### config.mk
export PLATFORM = sky130hd
export DESIGN_NAME = sha1_padder
export DESIGN_NICKNAME = d
export VERILOG_FILES = /design/src/rtl/sha1_padder.sv
export SDC_FILE = /design/constraint.sdc
export NUM_CORES = 1
export LEC_CHECK = 0
export CAP_MARGIN = 10
export CORE_MARGIN = 1
export CORE_UTILIZATION = 45
export DETAILED_ROUTE_END_ITERATION = 6
export PLACE_DENSITY = 0.8
export REMOVE_ABC_BUFFERS = 1
export SLEW_MARGIN = 20
export SYNTH_ARGS = -nofsm -noshare
export SYNTH_HDL_FRONTEND = slang
export SYNTH_SLANG_ARGS = --single-unit
### constraint.sdc
create_clock -name clk -period 9.2 [get_ports clk]
set_input_delay 2.76 -clock clk [delete_from_list [all_inputs] [get_ports clk]]
set_output_delay 2.76 -clock clk [all_outputs]
set_load 0.02 [all_outputs]
### src/rtl/sha1_padder.sv
// sha1_padder: SHA-1 message padder turning a byte stream into 512-bit blocks in message_in word order.
module sha1_padder #(
  parameter int CNT_W = 32
) (
  input  logic         clk,
  input  logic         reset,
  input  logic [7:0]   byte_in,
  input  logic         byte_valid,
  input  logic         byte_last,
  output logic         byte_ready,
  output logic [511:0] block_out,
  output logic         block_valid,
  input  logic         block_ready,
  output logic         block_final,
  output logic         len_overflow
);
  typedef enum logic [1:0] {FILL, PAD, EMIT, EMIT2} state_t;
  typedef enum logic [1:0] {NONE, LEN0, LEN80} pend_t;
  state_t state, state_nx;
  pend_t pend;
  logic [6:0] pos;
  logic [CNT_W-1:0] count;
  logic live;
  logic [63:0] bit_len;
  logic [511:0] pad_blk;
  logic byte_xfer, block_xfer;
  assign byte_ready = live & (state == FILL);
  assign block_valid = (state == EMIT) | (state == EMIT2);
  assign byte_xfer = byte_valid & byte_ready;
  assign block_xfer = block_valid & block_ready;
  assign bit_len = 64'(count) << 3;
  always_comb begin
    state_nx = state;
    unique case (state)
      FILL:  if (byte_xfer) state_nx = byte_last ? PAD : pos == 7'd63 ? EMIT : FILL;
      PAD:   state_nx = EMIT;
      EMIT:  if (block_xfer) state_nx = pend == NONE ? FILL : EMIT2;
      EMIT2: if (block_xfer) state_nx = FILL;
    endcase
  end
  // pos holds n (1..64); bytes past the 0x80 marker are scrubbed of any earlier message
  always_comb begin
    pad_blk = block_out;
    for (int i = 0; i < 64; i++) begin
      if (7'(i) == pos) pad_blk[32*(i/4) + 8*(3-i%4) +: 8] = 8'h80;
      else if (7'(i) > pos && (pos > 7'd55 || i < 56)) pad_blk[32*(i/4) + 8*(3-i%4) +: 8] = 8'h00;
    end
    if (pos <= 7'd55) pad_blk[511:448] = {bit_len[31:0], bit_len[63:32]};
  end
  always_ff @(posedge clk or negedge reset)
    if (!reset) state <= FILL;
    else state <= state_nx;
  always_ff @(posedge clk or negedge reset) begin
    if (!reset) begin
      pos <= '0;
      count <= '0;
      block_out <= '0;
      block_final <= 1'b0;
      len_overflow <= 1'b0;
      pend <= NONE;
      live <= 1'b0;
    end else begin
      live <= 1'b1;
      unique case (state)
        FILL: if (byte_xfer) begin
          block_out[{pos[5:2], ~pos[1:0], 3'b000} +: 8] <= byte_in;
          count <= count + CNT_W'(1);
          if (&count) len_overflow <= 1'b1;
          pos <= (pos == 7'd63 && !byte_last) ? 7'd0 : pos + 7'd1;
          block_final <= 1'b0;
        end
        PAD: begin
          block_out <= pad_blk;
          block_final <= pos <= 7'd55;
          pend <= pos == 7'd64 ? LEN80 : pos >= 7'd56 ? LEN0 : NONE;
          pos <= '0;
        end
        EMIT: if (block_xfer) begin
          if (pend != NONE) begin
            block_out <= {bit_len[31:0], bit_len[63:32], 416'd0, pend == LEN80 ? 32'h8000_0000 : 32'd0};
            block_final <= 1'b1;
          end else if (block_final) begin
            count <= '0;
            len_overflow <= 1'b0;
            block_final <= 1'b0;
          end
        end
        EMIT2: if (block_xfer) begin
          count <= '0;
          len_overflow <= 1'b0;
          pend <= NONE;
          block_final <= 1'b0;
        end
      endcase
    end
  end
endmodule

==> flow_summary.ini, run 1 <==
[grt]
grt_overflow_total = 0
grt_usage_pct = 34.97
grt_pass1_vias = 24047
grt_pass1_wl_um = 156400
grt_max_degree = 151
antenna_found_initial = 3

[routing]
drc = 0
drt_iter0_drc = 3196
vias = 24777
drtPass1Iterations = 6
drtAntennaViolNets = 0
routed_wl_um = 105500
vias_per_cell = 6.553
detail_route.wl_per_cell_um = 27.91

[floorplan]
dieArea_um2 = 58860
fp.dieW_um = 242.6
num_rows = 87
ios = 529
die_h_um = 242.6
coreArea_um2 = 56820
floorplan.initialDensity_pct = 45.85

[cells_and_area]
area_growth_pct = 30.24
multi_input_area_um2 = 11330
fin_util_pct = 59.71
nets = 2997
fillers = 4622
seq_area_um2 = 13960
layout-drive-gt1-share_pct = 9.127
final_cell_area_um2 = 33930

[sta]
tightestPinTransition_ps = 1199
drv_slew = 0
fmax_mhz = 170.1
hold_viol_final = 0
whs_ps = 475.4
postLayoutSetupSlackWorst_ps = 3322
finalSetupTns_ps = 0
fin_crit_ps = 5878
fin_worst_skew_ps = 14.81
rsz0062_at_grt = no
relSlewSlack_pct = 20.08
period_share_pct = 63.89
setup_viol = 0

[setup_path]
r2r_start = pos[2]$_DFFE_PN0P_
crit_end = block_out[293]$_DFFE_PN0P_
worst-path-stages = 7
rrSetupSlack_ps = 4200
critical_path.reg2reg.endpoint = block_out[131]$_DFFE_PN0P_
crit_buf_inv = 2
worstSetupPathType = in -> reg
startpoint_type = input pin
max_stage_delay_ps = 1100
cp.required_ps = 9760
cp_max_fo = 11
crit_start = byte_valid
critPathCaptureType = flip-flop
crit_family = compound AO/OA/AOI/OAI gates
critPathSlowestCell = a2111oi_2
cp_cell_sequence = clkdlybuf4s50_1, a21boi_0, a2111oi_2, o211ai_1, buf_4, nor3_1, a22o_1
rr_worst_depth = 7
cp_data_arrival_time_ps = 6430

[yosys]
synth_top_area_share_pct = 53.60
synth_edf_count = 0
synthTopCellsByCount = dfrtp_1 (558), nand2_1 (326), a22o_1 (226), o21ai_0 (189), nor2_1 (151)
yosysSeqAreaShare_pct = 53.60
syn_area_per_cell_um2 = 10.31
ys_ff_latch = 558
yosys.area.top_type = dfrtp_1
synth_area_leaders = dfrtp_1 (54%), a22o_1 (7.6%), nand2_1 (4.7%), o21ai_0 (3.6%), mux2_2 (2.7%)
synth.most_common_cell = dfrtp_1
synth_area_um2 = 26050
syn_inst = 2528
synthArstFlopShare_pct = 100.0
yosysWarningCount = 0
yosysUniqueCellTypes = 91
synth_top_flop_cell = dfrtp_1

[place]
numPortBuffers = 528
place.gp.congestion = 1.010
place_hpwl_um = 74410
pre_cts_ws_ps = 2798
place_area_um2 = 31910

[cts]
cts_resized = 0
postCtsSetupBuffers = 0
clk_pin_slew_ps = 60
cts_hold_buf = 0
cts.sinks = 558
cts-root-buf = clkbuf_16
cts.htree.levels = 2
cts_buffer_depth = 3
clock_latency_ps = 630
numCtsBuffers = 58
cts_tree = yes

[power]
p_per_area_nw_per_um2 = 294.0
ir_drop_mv = 0.2138
p_leak_nw = 14.10

[worst_hold_path]
hold_path.startpoint = block_out[254]$_DFFE_PN0P_
min_path_type = reg -> reg

[outcome]
status = finished clean

[flow_run]
drv_cap = 0
==> metrics by stage <==
| stage | power [W] | std cells |
|---|---|---|
| 6_report | 0.009974 | 3781 |
| 2_1_floorplan | 0.005477 | 2343 |
| 4_1_cts | 0.009860 | 3780 |
| 3_3_place_gp | 0.007285 | 3671 |
| 3_5_place_dp | 0.007408 | 3671 |
| 5_1_grt | 0.01034 | 3781 |
==> how the worst min path moves through the flow <==
stage                                             to  cells after the start
final                     block_out[254]$_DFFE_PN0P_                      2
after detailed placement  block_out[254]$_DFFE_PN0P_                      2
after global routing      block_out[475]$_DFFE_PN0P_                      1
after global placement    block_out[254]$_DFFE_PN0P_                      2
after floorplan                count[22]$_DFFE_PN0P_                      1
after CTS                 block_out[254]$_DFFE_PN0P_                      2
==> where the power goes <==
group	internal (W)	leakage [nW]	total, W	switching [W]
Sequential	0.00273	7.69	0.00296	0.000233
Combinational	0.00127	5.43	0.00456	0.00329
Clock	0.00143	0.987	0.00246	0.00102
Total	0.00543	14.1	0.00997	0.00454
==> kinds of logic (layout without fill, tap and decap cells) <==
logic type,after synthesis,after routing,synth area share [%]
AOI/OAI and AO/OA,872,872,24.51
and+or+nand+nor,795,795,14.57
DFF,558,558,53.60
buffers and inverters,202,698,3.127
muxes,73,73,3.141
xor gates and xnor gates,18,18,0.6052
adders and majority gates,9,9,0.4323
other,1,2,0.01439
==> cell usage in the layout (no fill, tap or decap), drive strengths merged, types with 14 or more instances in the layout <==
master / n
a21oi: 74
a221o: 21
a22o: 226
a22oi: 80
a31oi: 16
and2: 14
and3: 18
buf: 51
clkbuf: 77
clkdlybuf4s50: 521
clkinv: 20
dfrtp: 558
inv: 18
mux2: 70
nand2: 327
nand3: 94
nand4: 21
nor2: 154
nor2b: 29
nor3: 34
nor3b: 16
nor4: 25
o21a: 16
o21ai: 212
o22ai: 33
o2bb2ai: 40
o311ai: 43
or3: 22
xnor2: 15
==> layout make-up <==
cell class,instances,area share [%]
antenna,1,0.007375
clock buffer,77,4.971
clock inverter,32,0.9404
inverter,17,0.1881
multi-input combinational,1768,33.39
sequential,558,41.16
tap,756,2.788
timing repair buffer,572,16.56
==> routing by layer <==
metal | track usage, % | vias to the layer above | part of all wire, %
met4 | 20.87 | 4 | 6.9
met3 | 8.669 | 404 | 10
met5 | 0 | - | 0.024
li1 | - | 10363 | -
met2 | 52.69 | 1681 | 44
met1 | 45.69 | 12325 | 39
==> worst register-to-register path: cells and delay by family, from the launching register on <==
family | cells | cell delay [ps]
AO/OA/AOI/OAI | 1 | 560
XOR/XNOR | 1 | 910
buffers and inverters | 2 | 900
flip-flops | 1 | 920
AND/OR/NAND/NOR | 3 | 1580
(Power assumes the default switching activity.)
==> run 2, diff against run 1 <==
PLACE_DENSITY = 0.83   (was 0.8)
clock period = 5.4 ns   (was 9.2 ns; I/O delays follow)
==> run 2 against run 1 <==
Against the previous run:
- core utilization is 0.53 points higher
- combinational power is 73% higher
- clock skew is 16 ps higher
- register-to-register slack worse by 3200 ps
- worst setup slack worse by 2500 ps
- critical path depth is 2 lower
- flip-flop and latch count stayed put
- routed wire length is 3.2% higher
- clock power is 74% higher
- via count is 1.8% higher
- sequential share of layout area is 0.36 points lower
- largest power group unchanged
==> flow_summary.ini, run 2 (synthesized netlist as in run 1, its figures left out) <==
[floorplan]
die_h_um = 242.6
coreArea_um2 = 56820
fp.dieW_um = 242.6
dieArea_um2 = 58860
floorplan.initialDensity_pct = 45.85
ios = 529
num_rows = 87

[setup_path]
rr_worst_depth = 8
worstSetupPathType = reg -> out
cp_data_arrival_time_ps = 2950
cp_max_fo = 14
startpoint_type = flip-flop
cp.required_ps = 3780
critPathCaptureType = primary output

[cts]
cts_buffer_depth = 3
cts.sinks = 558
numCtsBuffers = 58
postCtsSetupBuffers = 0
clock_latency_ps = 640
cts-root-buf = clkbuf_16
clk_pin_slew_ps = 70
cts.htree.levels = 2
cts_resized = 0
cts_tree = yes
cts_hold_buf = 0

[routing]
drtAntennaViolNets = 0
vias = 25218
drc = 0
drt_iter0_drc = 3467
routed_wl_um = 108900
drtPass1Iterations = 6
vias_per_cell = 6.615
detail_route.wl_per_cell_um = 28.56

[sta]
tightestPinTransition_ps = 1234
fin_worst_skew_ps = 30.77
whs_ps = 489.6
setup_viol = 0
fin_crit_ps = 4570
drv_slew = 0
rsz0062_at_grt = no
hold_viol_final = 0
relSlewSlack_pct = 17.55
period_share_pct = 84.63
fmax_mhz = 218.8

[cells_and_area]
layout.cells.non_filler = 3812
nets = 3027
final_common_cell = dfrtp_1
area_growth_pct = 31.39
final_cell_mix = dfrtp_1 (558), clkdlybuf4s50_1 (522), nand2_1 (326), a22o_1 (226), o21ai_0 (187)
layout-drive-gt1-share_pct = 9.695

[power]
p_leak_nw = 14.26
p_per_area_nw_per_um2 = 503.9
ir_drop_mv = 0.3177

[worst_hold_path]
holdPathStages = 2
min_path_type = reg -> reg

[grt]
grt_pass1_vias = 24321
grt_usage_pct = 36.03
grt_overflow_total = 0
grt_max_degree = 109
antenna_found_initial = 6
grt_pass1_wl_um = 161100

[place]
place.gp.congestion = 1.053
place_inst = 3701
place_hpwl_um = 77360
numPortBuffers = 528

[outcome]
status = finished clean

[flow_run]
drv_cap = 0
[run 2: power by group]
part | leakage (nW) | total (W) | internal, W | switching [W]
clock network | 0.984 | 0.00429 | 0.00253 | 0.00176
logic | 5.59 | 0.00788 | 0.00222 | 0.00565
registers | 7.69 | 0.00508 | 0.00464 | 0.000436
total | 14.3 | 0.0172 | 0.00940 | 0.00785
[run 2: layout make-up]
type                       count  area (um^2)
sequential                   558        13960
inverter                      17        63.81
timing repair buffer         602         5883
clock inverter                20        277.8
antenna                        3        7.507
multi-input combinational   1768        11330
tap                          756        945.9
clock buffer                  88         1758
fill                        4629        22590
[run 2: metrics by stage]
step / setup TNS, ps / setup WS [ps] / cell area [um^2] / power (W) / utilization [%]
2_1_floorplan: -91170 / -1190 / 25300 / 0.009332 / -
3_3_place_gp: 0 / 879.6 / 32170 / 0.01252 / 56.62
3_5_place_dp: 0 / 673.2 / 32170 / 0.01272 / 56.62
4_1_cts: 0 / 851.7 / 34210 / 0.01700 / 60.20
5_1_grt: 0 / 692.9 / 34220 / 0.01783 / 60.22
6_report: 0 / 829.8 / 34230 / 0.01725 / 60.24
[run 2: critical path, cell delays in order (launching register included)]
cell and delay, ps:
dfrtp_1 410, inv_1 140, ha_1 430, nor2_1 230, inv_1 380, clkdlybuf4s50_1 720
[run 2: final timing paths]
kind	startpoint	endpoint	slack [ps]
worst max register to register	pos[1]$_DFFE_PN0P_	block_out[277]$_DFFE_PN0P_	1030
min in group asynchronous	reset	block_out[34]$_DFFE_PN0P_	1110
worst min-delay path	block_out[253]$_DFFE_PN0P_	block_out[253]$_DFFE_PN0P_	490
max in group asynchronous	reset	async pin	3260
worst min register to register	block_out[253]$_DFFE_PN0P_	block_out[253]$_DFFE_PN0P_	490
worst max-delay path	state[0]$_DFFE_PN0P_	block_valid	830
[run 2: layer usage]
metal	GRT usage (%)	part of all wire (%)
met5	0	0.040
met4	17.39	5.5
met3	10.13	11
met2	55.76	45
met1	46.63	38
